`config.mk`:
```
export PLATFORM = sky130hd
export DESIGN_NAME = hack_boot_loader
export DESIGN_NICKNAME = d
export VERILOG_FILES = /design/src/rtl/hack_pkg.sv /design/src/rtl/hack_boot_loader.sv
export SDC_FILE = /design/constraint.sdc
export NUM_CORES = 1
export LEC_CHECK = 0
export CAP_MARGIN = 40
export CORE_ASPECT_RATIO = 0.7
export CORE_UTILIZATION = 30
export CTS_BUF_LIST = sky130_fd_sc_hd__clkbuf_2 sky130_fd_sc_hd__clkbuf_4 sky130_fd_sc_hd__clkbuf_8
export DETAILED_ROUTE_END_ITERATION = 6
export PLACE_DENSITY = 0.47
export SETUP_SLACK_MARGIN = 0.2
export SYNTH_ARGS = -nofsm -noshare
export SYNTH_HDL_FRONTEND = slang
export SYNTH_SLANG_ARGS = --single-unit
```
`constraint.sdc`:
```
create_clock -name clk -period 2.5 [get_ports clk]
set_input_delay 0.5 -clock clk [delete_from_list [all_inputs] [get_ports clk]]
set_output_delay 0.5 -clock clk [all_outputs]
set_load 0.005 [all_outputs]
```
`src/rtl/hack_pkg.sv`:
```
// Shared types and sizes for the HACK boot-loader slice.
package hack_pkg;

    localparam int HACK_ADDR_W = 15;
    localparam int HACK_DATA_W = 16;
    localparam int ROM_DEPTH   = 1 << HACK_ADDR_W;

    // Boot-loader sequencing states: length word, data words, checksum word, then a terminal state.
    typedef enum logic [2:0] {
        LEN   = 3'd0,
        LOAD  = 3'd1,
        CHECK = 3'd2,
        DONE  = 3'd3,
        ERROR = 3'd4
    } loaderState_t;

endpackage

```
`src/rtl/hack_boot_loader.sv`:
```
// Loads a length-framed, checksummed image from a 16-bit word stream into the
// HACK instruction ROM, holding the CPU in reset until the image verifies.
module hack_boot_loader
    import hack_pkg::*;
#(
    parameter int ADDR_W = HACK_ADDR_W,
    parameter int DATA_W = HACK_DATA_W
) (
    input  logic              clk,
    input  logic              rst,
    input  logic              start,
    input  logic              s_valid,
    input  logic [DATA_W-1:0] s_data,
    output logic              s_ready,
    output logic              rom_we,
    output logic [ADDR_W-1:0] rom_addr,
    output logic [DATA_W-1:0] rom_wdata,
    output logic              cpu_hold,
    output logic              busy,
    output logic              done,
    output logic              err,
    output logic [ADDR_W:0]   word_count
);

    loaderState_t      stateReg;
    loaderState_t      stateNext;

    logic [ADDR_W:0]   lenReg;
    logic [DATA_W-1:0] sumReg;
    logic [ADDR_W-1:0] addrReg;
    logic [ADDR_W:0]   wordCountReg;
    logic [ADDR_W:0]   wordCountInc;
    logic              romWeReg;
    logic [ADDR_W-1:0] romAddrReg;
    logic [DATA_W-1:0] romWdataReg;
    logic              cpuHoldReg;

    logic              acceptWord;
    logic              lenBad;
    logic              lastWord;

    // Stream is accepted only while a frame is in progress.
    assign s_ready      = (stateReg == LEN) || (stateReg == LOAD) || (stateReg == CHECK);
    assign busy         = s_ready;
    assign done         = (stateReg == DONE);
    assign err          = (stateReg == ERROR);
    assign acceptWord   = s_valid && s_ready;

    // A length of zero or one larger than the ROM cannot be loaded.
    assign lenBad       = (s_data == '0) || (32'(s_data) > ROM_DEPTH);
    assign wordCountInc = wordCountReg + (ADDR_W+1)'(1);
    assign lastWord     = (wordCountInc == lenReg);

    assign rom_we       = romWeReg;
    assign rom_addr     = romAddrReg;
    assign rom_wdata    = romWdataReg;
    assign cpu_hold     = cpuHoldReg;
    assign word_count   = wordCountReg;

    // State register.
    always_ff @(posedge clk or negedge rst) begin
        if (!rst) begin
            stateReg <= LEN;
        end else begin
            stateReg <= stateNext;
        end
    end

    // Next-state logic; start only restarts from a terminal state.
    always_comb begin
        stateNext = stateReg;
        case (stateReg)
            LEN: begin
                if (acceptWord) begin
                    stateNext = lenBad ? ERROR : LOAD;
                end
            end
            LOAD: begin
                if (acceptWord && lastWord) begin
                    stateNext = CHECK;
                end
            end
            CHECK: begin
                if (acceptWord) begin
                    stateNext = (s_data == sumReg) ? DONE : ERROR;
                end
            end
            DONE, ERROR: begin
                if (start) begin
                    stateNext = LEN;
                end
            end
            default: stateNext = LEN;
        endcase
    end

    // Datapath: length latch, ROM write port, running checksum, counters and CPU hold.
    always_ff @(posedge clk or negedge rst) begin
        if (!rst) begin
            lenReg       <= '0;
            sumReg       <= '0;
            addrReg      <= '0;
            wordCountReg <= '0;
            romWeReg     <= 1'b0;
            romAddrReg   <= '0;
            romWdataReg  <= '0;
            cpuHoldReg   <= 1'b1;
        end else begin
            romWeReg <= 1'b0;
            case (stateReg)
                LEN: begin
                    if (acceptWord) begin
                        // Only in-range lengths are used, and those fit in ADDR_W+1 bits.
                        lenReg       <= s_data[ADDR_W:0];
                        sumReg       <= '0;
                        wordCountReg <= '0;
                        addrReg      <= '0;
                    end
                end
                LOAD: begin
                    if (acceptWord) begin
                        romWeReg     <= 1'b1;
                        romAddrReg   <= addrReg;
                        romWdataReg  <= s_data;
                        sumReg       <= sumReg + s_data;
                        addrReg      <= addrReg + ADDR_W'(1);
                        wordCountReg <= wordCountInc;
                    end
                end
                DONE, ERROR: begin
                    if (start) begin
                        wordCountReg <= '0;
                    end
                end
                default: ;
            endcase
            // Registered so the CPU reset changes exactly on the edge entering or leaving DONE.
            cpuHoldReg <= (stateNext != DONE);
        end
    end

endmodule

```
Word level (Yosys, flattened, before mapping)
Index checks and enable logic that the tools add are counted.
{ "classes": {"n_addsub": 3, "order_cmp": 1, "n_eq_ne": 10, "n_mux": 18, "reduce_logical": 14} }
{ "ops": {"columns": ["operator", "count"], "rows": [
  ["2-to-1 mux 16 bit", 4],
  ["case mux 16 bit (3 select lines)", 1],
  ["equality test 16 bit", 2],
  ["case mux 16 bit (2 select lines)", 1],
  ["2-to-1 mux 15 bit", 2],
  ["case mux 15 bit (2 select lines)", 1],
  ["2-to-1 mux 3 bit", 6],
  ["adder 16 x 1 -> 16 bit, second input constant", 1],
  ["adder 16 bit", 1],
  ["> comparator 16 bit, second input constant", 1],
  ["logical NOT 16 bit", 1],
  ["adder 15 x 1 -> 15 bit, second input constant", 1],
  ["case mux 3 bit (4 select lines)", 1],
  ["equality test 3 x 2 -> 1 bit, second input constant", 2],
  ["inequality test 2 bit, second input constant", 3],
  ["AND reduction 2 bit", 2],
  ["AND reduction 4 bit", 1],
  ["equality test 3 x 1 -> 1 bit, second input constant", 1],
  ["equality test 3 bit, second input constant", 1],
  ["logical NOT 3 bit", 1],
  ["logical OR 1 bit", 3],
  ["inequality test 3 x 2 -> 1 bit, second input constant", 1],
  ["AND reduction 3 bit", 1],
  ["nonzero test 3 bit", 1],
  ["other kinds (4)", 6]
]} }
{ "word_totals": {"ff_bits": 99, "in_bits": 20, "output_inout_bits": 53, "wordCells": 55} }

Longest topological paths before layout
Gate-level depths: netlist of run 1.
{ "logic_depth": {"ltp_word": 8, "mapped_depth": 9, "mapped_depth_nobuf": 9} }

Least setup slack after synthesis of run 1
OpenSTA, ideal clock, no wires.
{ "synth_path": {"kind": "input to register", "startpoint": "input s_data[0]", "endpoint": "register sumReg[14]", "setup_time_ns": 0.134, "arrival_time_ns": 2.280, "required_time_ns": 2.366, "slack_ns": 0.086, "path_stages": 9, "path_buffers": 0, "cell_sequence": "ha_1 fa_1 a21o_1 a21o_1 a21oi_1 o21ai_0 a221oi_1 xor2_1 o21ai_0"} }
{ "synth_via": {"elab_chain_cells": 3} }
{ "synth_lines": {"columns": ["item", "line_no", "text"], "rows": [
  ["start, declared", "hack_boot_loader.sv:13", "input logic [DATA_W-1:0] s_data,"],
  ["adder 16 bit", "hack_boot_loader.sv:125", "sumReg <= sumReg + s_data;"],
  ["2-to-1 mux 16 bit", "hack_boot_loader.sv:121", "if (acceptWord) begin"],
  ["case mux 16 bit (2 select lines)", "hack_boot_loader.sv:110", "case (stateReg)"],
  ["end signal, assigned", "hack_boot_loader.sv:125", null],
  ["end, declared", "hack_boot_loader.sv:29", "logic [DATA_W-1:0] sumReg;"]
]} }
Every way passes these cells. The select of a mux whose other input is x is not followed.
A chain may end at the register's enable or synchronous reset.

Final worst setup path of run 1
Same ends and word-level chain as after synthesis.

==> metrics.txt, run 1 <==
clk_lat worst skew 0.39 ns; Crit path largest cell delay 0.38 ns; pwr dens 911.8 nW/um2; Post-Syn Nets 621; Finished Cell Area 7303 um2; Area Overhead vs Synth 34.90%; vias in the first global route 4670; DR vias/cell 4.909; final slew viol count 0; CP Class in2reg; share of cells above drive strength 1 22.21%; Slew @ Worst Pin 0.5202 ns; Startpoint Class input port; starting density of the core 31.08%; final wirelength 15340 um; Placeable Area 17420 um2; ant diodes 0; CP max-delay cell fa_2; RD Place Congestion 0.8351; HP Class in2async; I/O pin cnt 73; routed via count 4649; remaining routing DRC violations 0; RSZ-0062 raised after global routing true; CP required 2.77 ns; Final min period 2.295 ns; fin util 41.93%; WL per Instance 16.20 um; CP Cell Sequence dlygate4sd2_1 -> ha_4 -> fa_2 -> a21o_1 -> a21o_1 -> a21oi_2 -> o21ai_2 -> a221oi_2 -> xor2_1 -> o21ai_1; Initial DRC Count 215; Root Buffer clkbuf_8; final hold violation count 0; Hold WS 0.07118 ns; dominant cells by area after synthesis dfrtp_1 (45%), nand2_1 (10%), o21ai_0 (4.6%); global route overflow 0; Final Skew 0.01088 ns; TritonCTS Buffers 9; EDFF count, synth 0; CTS Buffer Depth 2; Yosys Warn Count 0; CTS clk-pin slew, worst paths 0.10 ns; reg-to-reg slack, setup 0.23 ns; P_leak 3.270 nW; hold-fix buffers at CTS 0; Setup Viol. Count Final 0; WP data arrival 2.57 ns; die area 18600 um2; Worst slew margin 65.32%; outcome finished, final reports clean; NumNets Final 749; Post-synth ARST share 100.0%; crit-path max FO 3; Max IR drop VDD 0.4221 mV; sequential cell area fraction in the yosys report 45.78%; fmax 0.4358 GHz; CTS tree done; dpl cells 924; post-DP HPWL 11010 um; placed cell area 6828 um2; Fill cells 1743; cell count after synthesis 583; clk sinks 99; period utilisation layout 91.79%; DIE HEIGHT 114.4 um; antenna violations before repair 0; number of buffers added on ports 72; Mapped Avg Cell Area 9.286 um2; die width 162.6 um; first-pass GRT wire length 25120 um; row cnt 40; most common flop cell mapped by yosys dfrtp_1; cell mode on critical path a21o_1; CP endpoint kind flop; Finished Layout Cells 947; H-tree depth 3; Mapped Area 5414 um2; 1st-pass router iterations 4; Synth Register Bits 99; largest net degree at the start of global routing 62; Max-cap violations 0; post-synthesis cell type count 65; ANT nets after route 0; area leader, netlist dfrtp_1; GR Util All Layers 17.57%; post-synth top area share 45.30%
-- cell families (layout without fill, tap and decap cells) --
logic type / Yosys count / in the layout / synth area share (%)
AND/OR/NAND/NOR: 248 / 248 / 21.49
AO/OA/AOI/OAI: 120 / 120 / 14.14
flip-flops: 99 / 99 / 45.78
XOR/XNOR: 39 / 39 / 6.309
buffers and inverters: 37 / 170 / 3.513
multiplexers: 22 / 22 / 4.460
adder cells (fa/ha/maj): 18 / 18 / 4.299
-- synth_stat cells (5+ instances only) --
cell / n
a21oi_1: 20
a21o_1: 10
inv_1: 8
ha_1: 17
o21ai_0: 50
or3_1: 6
nand2b_1: 5
nor4_1: 8
nor3_1: 8
xor2_1: 17
xnor2_1: 22
dfrtp_1: 98
buf_2: 5
nand4_1: 5
and3_1: 5
nand2_1: 144
a22o_1: 5
nor2_1: 24
mux2_2: 17
nand3_1: 17
mux2i_1: 5
clkbuf_1: 17
-- cells in the final DEF, fill, tap and decap left out, types with 10 or more instances in the layout --
| cell | count |
|---|---|
| xor2_1 | 15 |
| a21oi_1 | 16 |
| nor2_1 | 22 |
| nand2_1 | 143 |
| clkdlybuf4s50_1 | 65 |
| a21o_1 | 10 |
| nand3_1 | 17 |
| o21ai_0 | 46 |
| dfrtp_1 | 92 |
| buf_4 | 70 |
| mux2_2 | 17 |
| xnor2_1 | 22 |
-- routing by layer --
metal / part of all wire [%] / vias up / global-route usage (%)
li1: - / 2285 / -
met5: 0 / - / 0
met1: 52 / 2297 / 25.68
met3: 3.6 / 7 / 3.948
met4: 0.66 / 0 / 2.991
met2: 43 / 60 / 26.67
-- state kept, by name, indices dropped and copies added, names as in the netlist --
register    cells
stateReg        3
cpu_hold        1
sumReg         16
addrReg        15
rom_wdata      16
rom_addr       15
word_count     16
rom_we          1
lenReg         16
-- per-stage QoR --
step,TNS (ns),power (mW),worst slack (ns)
4_1_cts,0,6.582,0.1986
5_1_grt,0,7.179,0.1307
3_5_place_dp,-4.122,5.372,-0.5071
2_1_floorplan,0,4.100,0.2073
6_report,0,6.659,0.2052
3_3_place_gp,-3.919,5.310,-0.4511
-- layout make-up --
cell class              instances  area (um2)  share of cell area [%]
clock buffers                   9       123.9                   1.696
clock inverters                 7       82.58                   1.131
inverters                       8       30.03                  0.4112
multi-input cells             447        2952                   40.41
flip-flops and latches         99        2486                   34.04
well taps                     231       289.0                   3.958
repair buffers                146        1340                   18.35
-- worst max-delay path, delay by kind of cell --
kind / cells / cell delay (ns)
AOI/OAI and AO/OA: 6 / 1.00
xor gates and xnor gates: 1 / 0.18
adders and majority gates: 2 / 0.58
buffers and inverters: 1 / 0.30
-- path summary, 6_finish.rpt --
path | from | end | depth (start not counted)
worst max-delay path | s_data[0] | sumReg[14]$_DFFE_PN0P_ | 10
worst min-delay path | rst | word_count[8]$_DFFE_PN0P_ | 1
worst max register to register | sumReg[0]$_DFFE_PN0P_ | sumReg[14]$_DFFE_PN0P_ | 9
worst min register to register | rom_wdata[6]$_DFFE_PN0P_ | rom_wdata[6]$_DFFE_PN0P_ | 2
max in group asynchronous | rst | cpu_hold$_DFF_PN1_ | 2
min in group clk | rom_wdata[6]$_DFFE_PN0P_ | rom_wdata[6]$_DFFE_PN0P_ | 2
-- where the power goes --
part	total, mW	leakage, nW	switching (mW)	internal (mW)
clock	1.11	0.0984	0.633	0.479
sequential	2.45	1.29	0.386	2.06
combinational	3.10	1.89	1.48	1.62
total	6.66	3.27	2.49	4.16
-- repair_timing --
item	in CTS	in global routing
resized for setup	17	31
setup endpoints to repair	11	14
pin swaps	3	12
setup buffers	3	4
(Power assumes the default switching activity.)
==> run 2: changes to the inputs <==
--- a/config.mk
+++ b/config.mk
@@ -10,7 +10,7 @@
 export CORE_UTILIZATION = 30
 export CTS_BUF_LIST = sky130_fd_sc_hd__clkbuf_2 sky130_fd_sc_hd__clkbuf_4 sky130_fd_sc_hd__clkbuf_8
 export DETAILED_ROUTE_END_ITERATION = 6
-export PLACE_DENSITY = 0.47
+export PLACE_DENSITY = 0.49
 export SETUP_SLACK_MARGIN = 0.2
 export SYNTH_ARGS = -nofsm -noshare
 export SYNTH_HDL_FRONTEND = slang
==> constraint.sdc (replaced) <==
create_clock -name clk -period 1.9 [get_ports clk]
set_input_delay 0.38 -clock clk [delete_from_list [all_inputs] [get_ports clk]]
set_output_delay 0.38 -clock clk [all_outputs]
set_load 0.005 [all_outputs]
==> run 2 against run 1 <==
The run now ends with setup timing left. Core utilization rose by 13 points. Sequential power rose by 33%. Hold slack improved by 0.39 ns. Worst setup slack got worse by 0.55 ns. Non-clock buffer count rose by 124. Register-to-register slack got worse by 0.58 ns. Clock power rose by 55%. Critical path type is now reg2reg. Critical endpoint unchanged.
==> metrics.txt, run 2 (synthesis gave the netlist of run 1 again) <==
WP data arrival 2.53 ns (-0.04 ns); number of buffers added on ports 72 (unchanged); Initial DRC Count 349 (+62%); CP endpoint kind flop; global route overflow 0 (unchanged); post-DP HPWL 12060 um (+9.5%); share of cells above drive strength 1 49.52% (+27 points); largest net degree at the start of global routing 39 (-37%); placed cell area 7403 um2 (+8.4%); Max IR drop VDD 0.5754 mV (+36%); CTS tree done; die width 162.6 um (unchanged); clk_lat worst skew 0.39 ns (about the same); final hold violation count 0 (unchanged); HP Start s_data[14]; die area 18600 um2 (unchanged); HP Class in2reg; Setup Viol. Count Final 33 (+33); Area Overhead vs Synth 76.89%; first-pass GRT wire length 27480 um (+9.4%); setup ws final -0.3482 ns (-0.5534 ns); RD Place Congestion 0.8381 (+0.36%); ANT nets after route 0 (unchanged); starting density of the core 31.08% (unchanged); TritonCTS Buffers 9 (unchanged); antenna violations before repair 1 (+1); worst reg2reg startpoint sumReg[0]$_DFFE_PN0P_; Root Buffer clkbuf_8; clk sinks 99 (unchanged); reg2reg end sumReg[14]$_DFFE_PN0P_; Slew @ Worst Pin 0.5832 ns (+0.06305 ns); row cnt 40 (unchanged); Startpoint Class flop; Hold Path Depth 4; worst reg-to-reg path cell count 9 (unchanged); CP Class reg2reg; pwr dens 1190 nW/um2 (+31%); RSZ-0062 raised after global routing true; CTS Buffer Depth 2 (unchanged); DR vias/cell 4.966 (+1.2%); routed via count 5319 (+14%); dpl cells 985 (+6.6%); Finished Cell Area 9577 um2 (+31%); Max-cap violations 0 (unchanged); NumNets Final 873 (+17%); Hold Path End rom_wdata[14]$_DFFE_PN0P_; CTS clk-pin slew, worst paths 0.10 ns (about the same); Placeable Area 17420 um2 (unchanged); WL per Instance 18.12 um (+12%); reg-to-reg slack, setup -0.35 ns (-0.58 ns); Hold WS 0.4622 ns (+0.3910 ns); outcome finished with violations; Worst slew margin 61.12% (-4.2 points); remaining routing DRC violations 0 (unchanged); I/O pin cnt 73 (unchanged); final wirelength 19400 um (+26%); P_leak 4.675 nW (+43%); overall power 11.40 mW (+71%); Final Skew 0.009261 ns (-0.001616 ns); H-tree depth 3 (unchanged); Final min period 2.248 ns; 1st-pass router iterations 4 (unchanged); period utilisation layout 118.3%; crit-path max FO 3 (unchanged); violated checks setup timing; DIE HEIGHT 114.4 um (unchanged); Fill cells 1526 (-12%); fin util 54.99% (+13 points); Multi-input gate area 3717 um2 (+26%); Finished Layout Cells 1071 (+13%); commonest non-fill, non-tap cell in the layout buf_4; most frequent cells in the layout buf_4 (131), dfrtp_1 (89), nand2_1 (88), buf_6 (41), nand2_2 (35); fmax 0.4448 GHz; GR Util All Layers 19.18% (+1.6 points); vias in the first global route 5171 (+11%); CP required 2.18 ns (-0.59 ns); ant diodes 0 (unchanged); Sequential Area 2490 um2 (+0.15%); final slew viol count 0 (unchanged)
[run 2: cell count changes in the layout (fill, tap and decap cells not counted), moves of 15 or more]
cell	previous run	this run
nand2_4	0	20
dlymetal6s2s_1	3	22
o21ai_0	46	17
buf_4	70	131
o21ai_1	3	23
nand2_2	1	35
dlygate4sd2_1	3	18
buf_6	0	41
nand2_1	143	88
clkdlybuf4s50_1	65	20
[run 2: cell type report]
type | instances | share of cell area (%)
Clock inverter | 6 | 1.176
Tap cell | 231 | 3.018
Sequential cell | 99 | 26.00
Inverter | 8 | 0.4442
Clock buffer | 10 | 1.372
Timing Repair Buffer | 270 | 29.17
Multi-Input combinational cell | 447 | 38.82
[run 2: what timing repair did]
item	in CTS	in global routing
setup buffers	31	24
endpoints found under the hold margin	19	0
endpoints found under the setup margin	104	89
cloned	0	14
pin swaps	44	96
hold buffers	1	0
gates resized for setup	151	233
[run 2: routing by layer]
layer	GRT usage, %	wire length [um]	up-vias
met5	0	13	-
met4	4.112	169	2
met3	4.346	768	18
met2	29.23	8778	118
met1	27.66	9672	2643
li1	-	-	2538
[run 2: worst max-delay path by stage]
stage                                         start                      to  slack (ns)  cells past startpoint
after floorplan               sumReg[0]$_DFFE_PN0P_  sumReg[14]$_DFFE_PN0P_       -0.26                      9
after global placement                    s_data[0]  sumReg[14]$_DFFE_PN0P_       -0.95                     10
after detailed placement                  s_data[0]  sumReg[14]$_DFFE_PN0P_       -0.99                     10
after CTS                 word_count[0]$_DFFE_PN0P_   stateReg[0]$_DFF_PN0_       -0.35                      8
after global routing      word_count[3]$_DFFE_PN0P_   stateReg[0]$_DFF_PN0_       -0.48                      9
final                         sumReg[0]$_DFFE_PN0P_  sumReg[14]$_DFFE_PN0P_       -0.35                      9
[run 2: worst max-delay path: stages, from the launching register on]
cell and delay (ns):
dfrtp_1 0.42, ha_4 0.18, fa_2 0.35, a21o_1 0.17, a21o_1 0.23, a21oi_2 0.18
o21ai_2 0.08, a221oi_2 0.27, xor2_1 0.17, o21ai_1 0.07
[run 2: stage by stage]
| step | setup TNS [ns] | worst slack (ns) |
|---|---|---|
| after global placement | -23.57 | -0.9484 |
| after global routing | -6.166 | -0.4812 |
| after floorplan | -0.9598 | -0.2602 |
| final | -3.493 | -0.3482 |
| after detailed placement | -23.65 | -0.9850 |
| after CTS | -2.853 | -0.3492 |
[run 2: where the power goes]
part	internal (mW)	leakage (nW)	switching [mW]	total, mW
logic	3.62	3.27	2.80	6.41
registers	2.72	1.28	0.546	3.27
clock network	0.898	0.125	0.819	1.72
==> run 3: changes to the inputs <==
--- a/config.mk
+++ b/config.mk
@@ -7,10 +7,10 @@
 export LEC_CHECK = 0
 export CAP_MARGIN = 40
 export CORE_ASPECT_RATIO = 0.7
-export CORE_UTILIZATION = 30
+export CORE_UTILIZATION = 37
 export CTS_BUF_LIST = sky130_fd_sc_hd__clkbuf_2 sky130_fd_sc_hd__clkbuf_4 sky130_fd_sc_hd__clkbuf_8
 export DETAILED_ROUTE_END_ITERATION = 6
-export PLACE_DENSITY = 0.49
+export PLACE_DENSITY = 0.58
 export SETUP_SLACK_MARGIN = 0.2
 export SYNTH_ARGS = -nofsm -noshare
 export SYNTH_HDL_FRONTEND = slang
==> run 3 against run 2 <==
The run still ends with setup timing left. Core utilization rose by 15 points. Sequential share of layout area fell by 0.61 points. Wire length rose by 2.2%. Flip-flop and latch count did not move. First-iteration DRC count fell by 25%. Largest cell class unchanged. Power rose by 3.9%. Critical endpoint is now sumReg[8]$_DFFE_PN0P_. Via count rose by 3.2%. Sequential power barely moved. Combinational power rose by 12%. Highest routed layer is now met4.
==> metrics.txt, run 3 (synthesis gave the netlist of run 1 again) <==
post-DP HPWL 11710 um (-2.9%); HP Start s_data[0]; CP Class reg2reg; share of cells above drive strength 1 54.18% (+4.7 points); NumNets Final 882 (+1.0%); period utilisation layout 122.8% (+4.5 points); CP Cell Sequence ha_4 -> fa_2 -> a21o_1 -> a21o_1 -> buf_4 -> a21oi_2 -> nor2b_1 -> o41a_1 -> xnor2_1 -> o21ai_1; DR vias/cell 5.283 (+6.4%); antenna violations before repair 0 (-1); Crit path largest cell delay 0.43 ns (about the same); Finished Cell Area 9813 um2 (+2.5%); final hold violation count 0 (unchanged); 1st-pass router iterations 5 (+1); setup ws final -0.4328 ns (-0.08465 ns); HP Class in2reg; most frequent cells in the layout buf_4 (124), dfrtp_1 (88), nand2_1 (75), buf_6 (54), nand2_2 (41); I/O pin cnt 73 (unchanged); setup_tns -7.588 ns (-4.095 ns); Area Overhead vs Synth 81.26%; largest net degree at the start of global routing 40 (+2.6%); clk_lat worst skew 0.39 ns (about the same); TritonCTS Buffers 9 (unchanged); Root Buffer clkbuf_8; reg-to-reg slack, setup -0.43 ns (-0.08 ns); RSZ-0062 raised after global routing true; CTS Buffer Depth 2 (unchanged); WL per Instance 19.09 um (+5.4%); Final min period 2.333 ns (+0.08465 ns); Levels on crit path 10 (+1); Buf/Inv on CP 1 (+1); crit-path max FO 2 (-1); origin of the worst setup path sumReg[0]$_DFFE_PN0P_; Slew @ Worst Pin 0.3797 ns (-0.2035 ns); die width 146.6 um (-9.8%); RD Place Congestion 0.8626 (+2.9%); cell mode on critical path a21o_1; Hold Path Depth 4 (unchanged); Final Skew 0.01695 ns (+0.007684 ns); Startpoint Class flop; Worst slew margin 74.59% (+13 points); Initial DRC Count 261 (-25%); GR Util All Layers 25.36% (+6.2 points); Hold Path End rom_wdata[0]$_DFFE_PN0P_; violated checks setup timing; routed via count 5489 (+3.2%); worst reg2reg startpoint sumReg[0]$_DFFE_PN0P_; first-pass GRT wire length 29390 um (+7.0%); CP max-delay cell dfrtp_1; ANT nets after route 0 (unchanged); CP required 2.18 ns (about the same); overall power 11.84 mW (+3.9%); global route overflow 0 (unchanged); Setup Viol. Count Final 69 (+110%); die area 15130 um2 (-19%); clk sinks 99 (unchanged); dpl cells 943 (-4.3%); fmax 0.4287 GHz (-3.6%); row cnt 36 (-10%); DIE HEIGHT 103.2 um (-9.8%); Finished Layout Cells 1039 (-3.0%); final slew viol count 0 (unchanged); reg2reg end sumReg[8]$_DFFE_PN0P_; commonest non-fill, non-tap cell in the layout buf_4; vias in the first global route 5476 (+5.9%); Top Family by Delay on Critical Path compound AO/OA/AOI/OAI gates; outcome finished with violations; Hold WS 0.3900 ns (-0.07216 ns); worst reg-to-reg path cell count 10 (+1); pwr dens 1207 nW/um2 (+1.4%); remaining routing DRC violations 0 (unchanged); H-tree depth 3 (unchanged); Max-cap violations 0 (unchanged); placed cell area 7370 um2 (-0.46%); P_leak 4.714 nW (+0.85%); starting density of the core 38.40% (+7.3 points); ant diodes 0 (unchanged); CP endpoint kind flop; Max IR drop VDD 0.7508 mV (+30%); Placeable Area 14100 um2 (-19%); final wirelength 19840 um (+2.2%); WP data arrival 2.61 ns (+0.08 ns); number of buffers added on ports 72 (unchanged); CTS clk-pin slew, worst paths 0.12 ns (+0.02 ns); CTS tree done
==> run 3: changes by cell type in the layout (fill, tap and decap cells not counted), sizes merged <==
cell / delta
dlymetal6s2s: -12
clkinvlp: +2
bufbuf: +1
clkdlybuf4s15: +2
clkinv: +2
bufinv: -3
clkdlybuf4s50: +6
dlygate4sd2: -3
clkbuf: +1
buf: +13
==> run 3: through the flow <==
step	utilization [%]	setup slack, ns
finish	69.60	-0.4328
global route	69.60	-0.5076
CTS	63.23	-0.3912
detailed placement	52.27	-0.8765
global placement	52.27	-0.8406
floorplan	-	-0.2602
==> run 3: layer usage <==
| layer | vias to the layer above | wire length (um) | track usage [%] |
|---|---|---|---|
| met5 | - | 0 | 0 |
| li1 | 2572 | - | - |
| met4 | 0 | 295 | 6.811 |
| met3 | 32 | 900 | 5.132 |
| met1 | 2733 | 9139 | 35.29 |
| met2 | 152 | 9499 | 40.61 |
==> run 3: worst reg2reg max path: cells and delay by family (launching register included) <==
| family | cells | cell delay (ns) |
|---|---|---|
| AO/OA/AOI/OAI | 5 | 0.89 |
| XOR/XNOR | 1 | 0.16 |
| adder cells (fa/ha/maj) | 2 | 0.52 |
| buffers and inverters | 1 | 0.15 |
| flip-flops | 1 | 0.43 |
| AND/OR/NAND/NOR | 1 | 0.07 |
==> run 3: worst max path at each step <==
stage | endpoint | slack (ns)
2_1_floorplan | sumReg[14]$_DFFE_PN0P_ | -0.26
3_3_place_gp | sumReg[14]$_DFFE_PN0P_ | -0.84
3_5_place_dp | sumReg[14]$_DFFE_PN0P_ | -0.88
4_1_cts | stateReg[1]$_DFF_PN0_ | -0.39
5_1_grt | stateReg[1]$_DFF_PN0_ | -0.51
6_report | sumReg[8]$_DFFE_PN0P_ | -0.43
==> run 3: report_power, final <==
part / total [mW] / internal, mW / leakage [nW] / switching [mW]
Sequential: 3.28 / 2.72 / 1.28 / 0.557
Combinational: 7.20 / 4.08 / 3.34 / 3.12
Clock: 1.37 / 0.499 / 0.0901 / 0.867
==> run 3: repair_timing <==
action,in CTS,in global routing
hold buffers,1,0
endpoints found under the hold margin,24,0
resized for setup,282,177
pin swaps,72,64
gates cloned,8,6
endpoints found under the setup margin,83,105
buffers inserted,47,18
==> run 3: final cells by class <==
cell class | count | area (um2)
Clock buffer | 9 | 123.9
Clock inverter | 7 | 65.06
Fill cell | 991 | 4285
Inverter | 8 | 37.54
Multi-Input combinational cell | 447 | 3936
Sequential cell | 99 | 2491
Tap cell | 190 | 237.7
Timing Repair Buffer | 279 | 2922
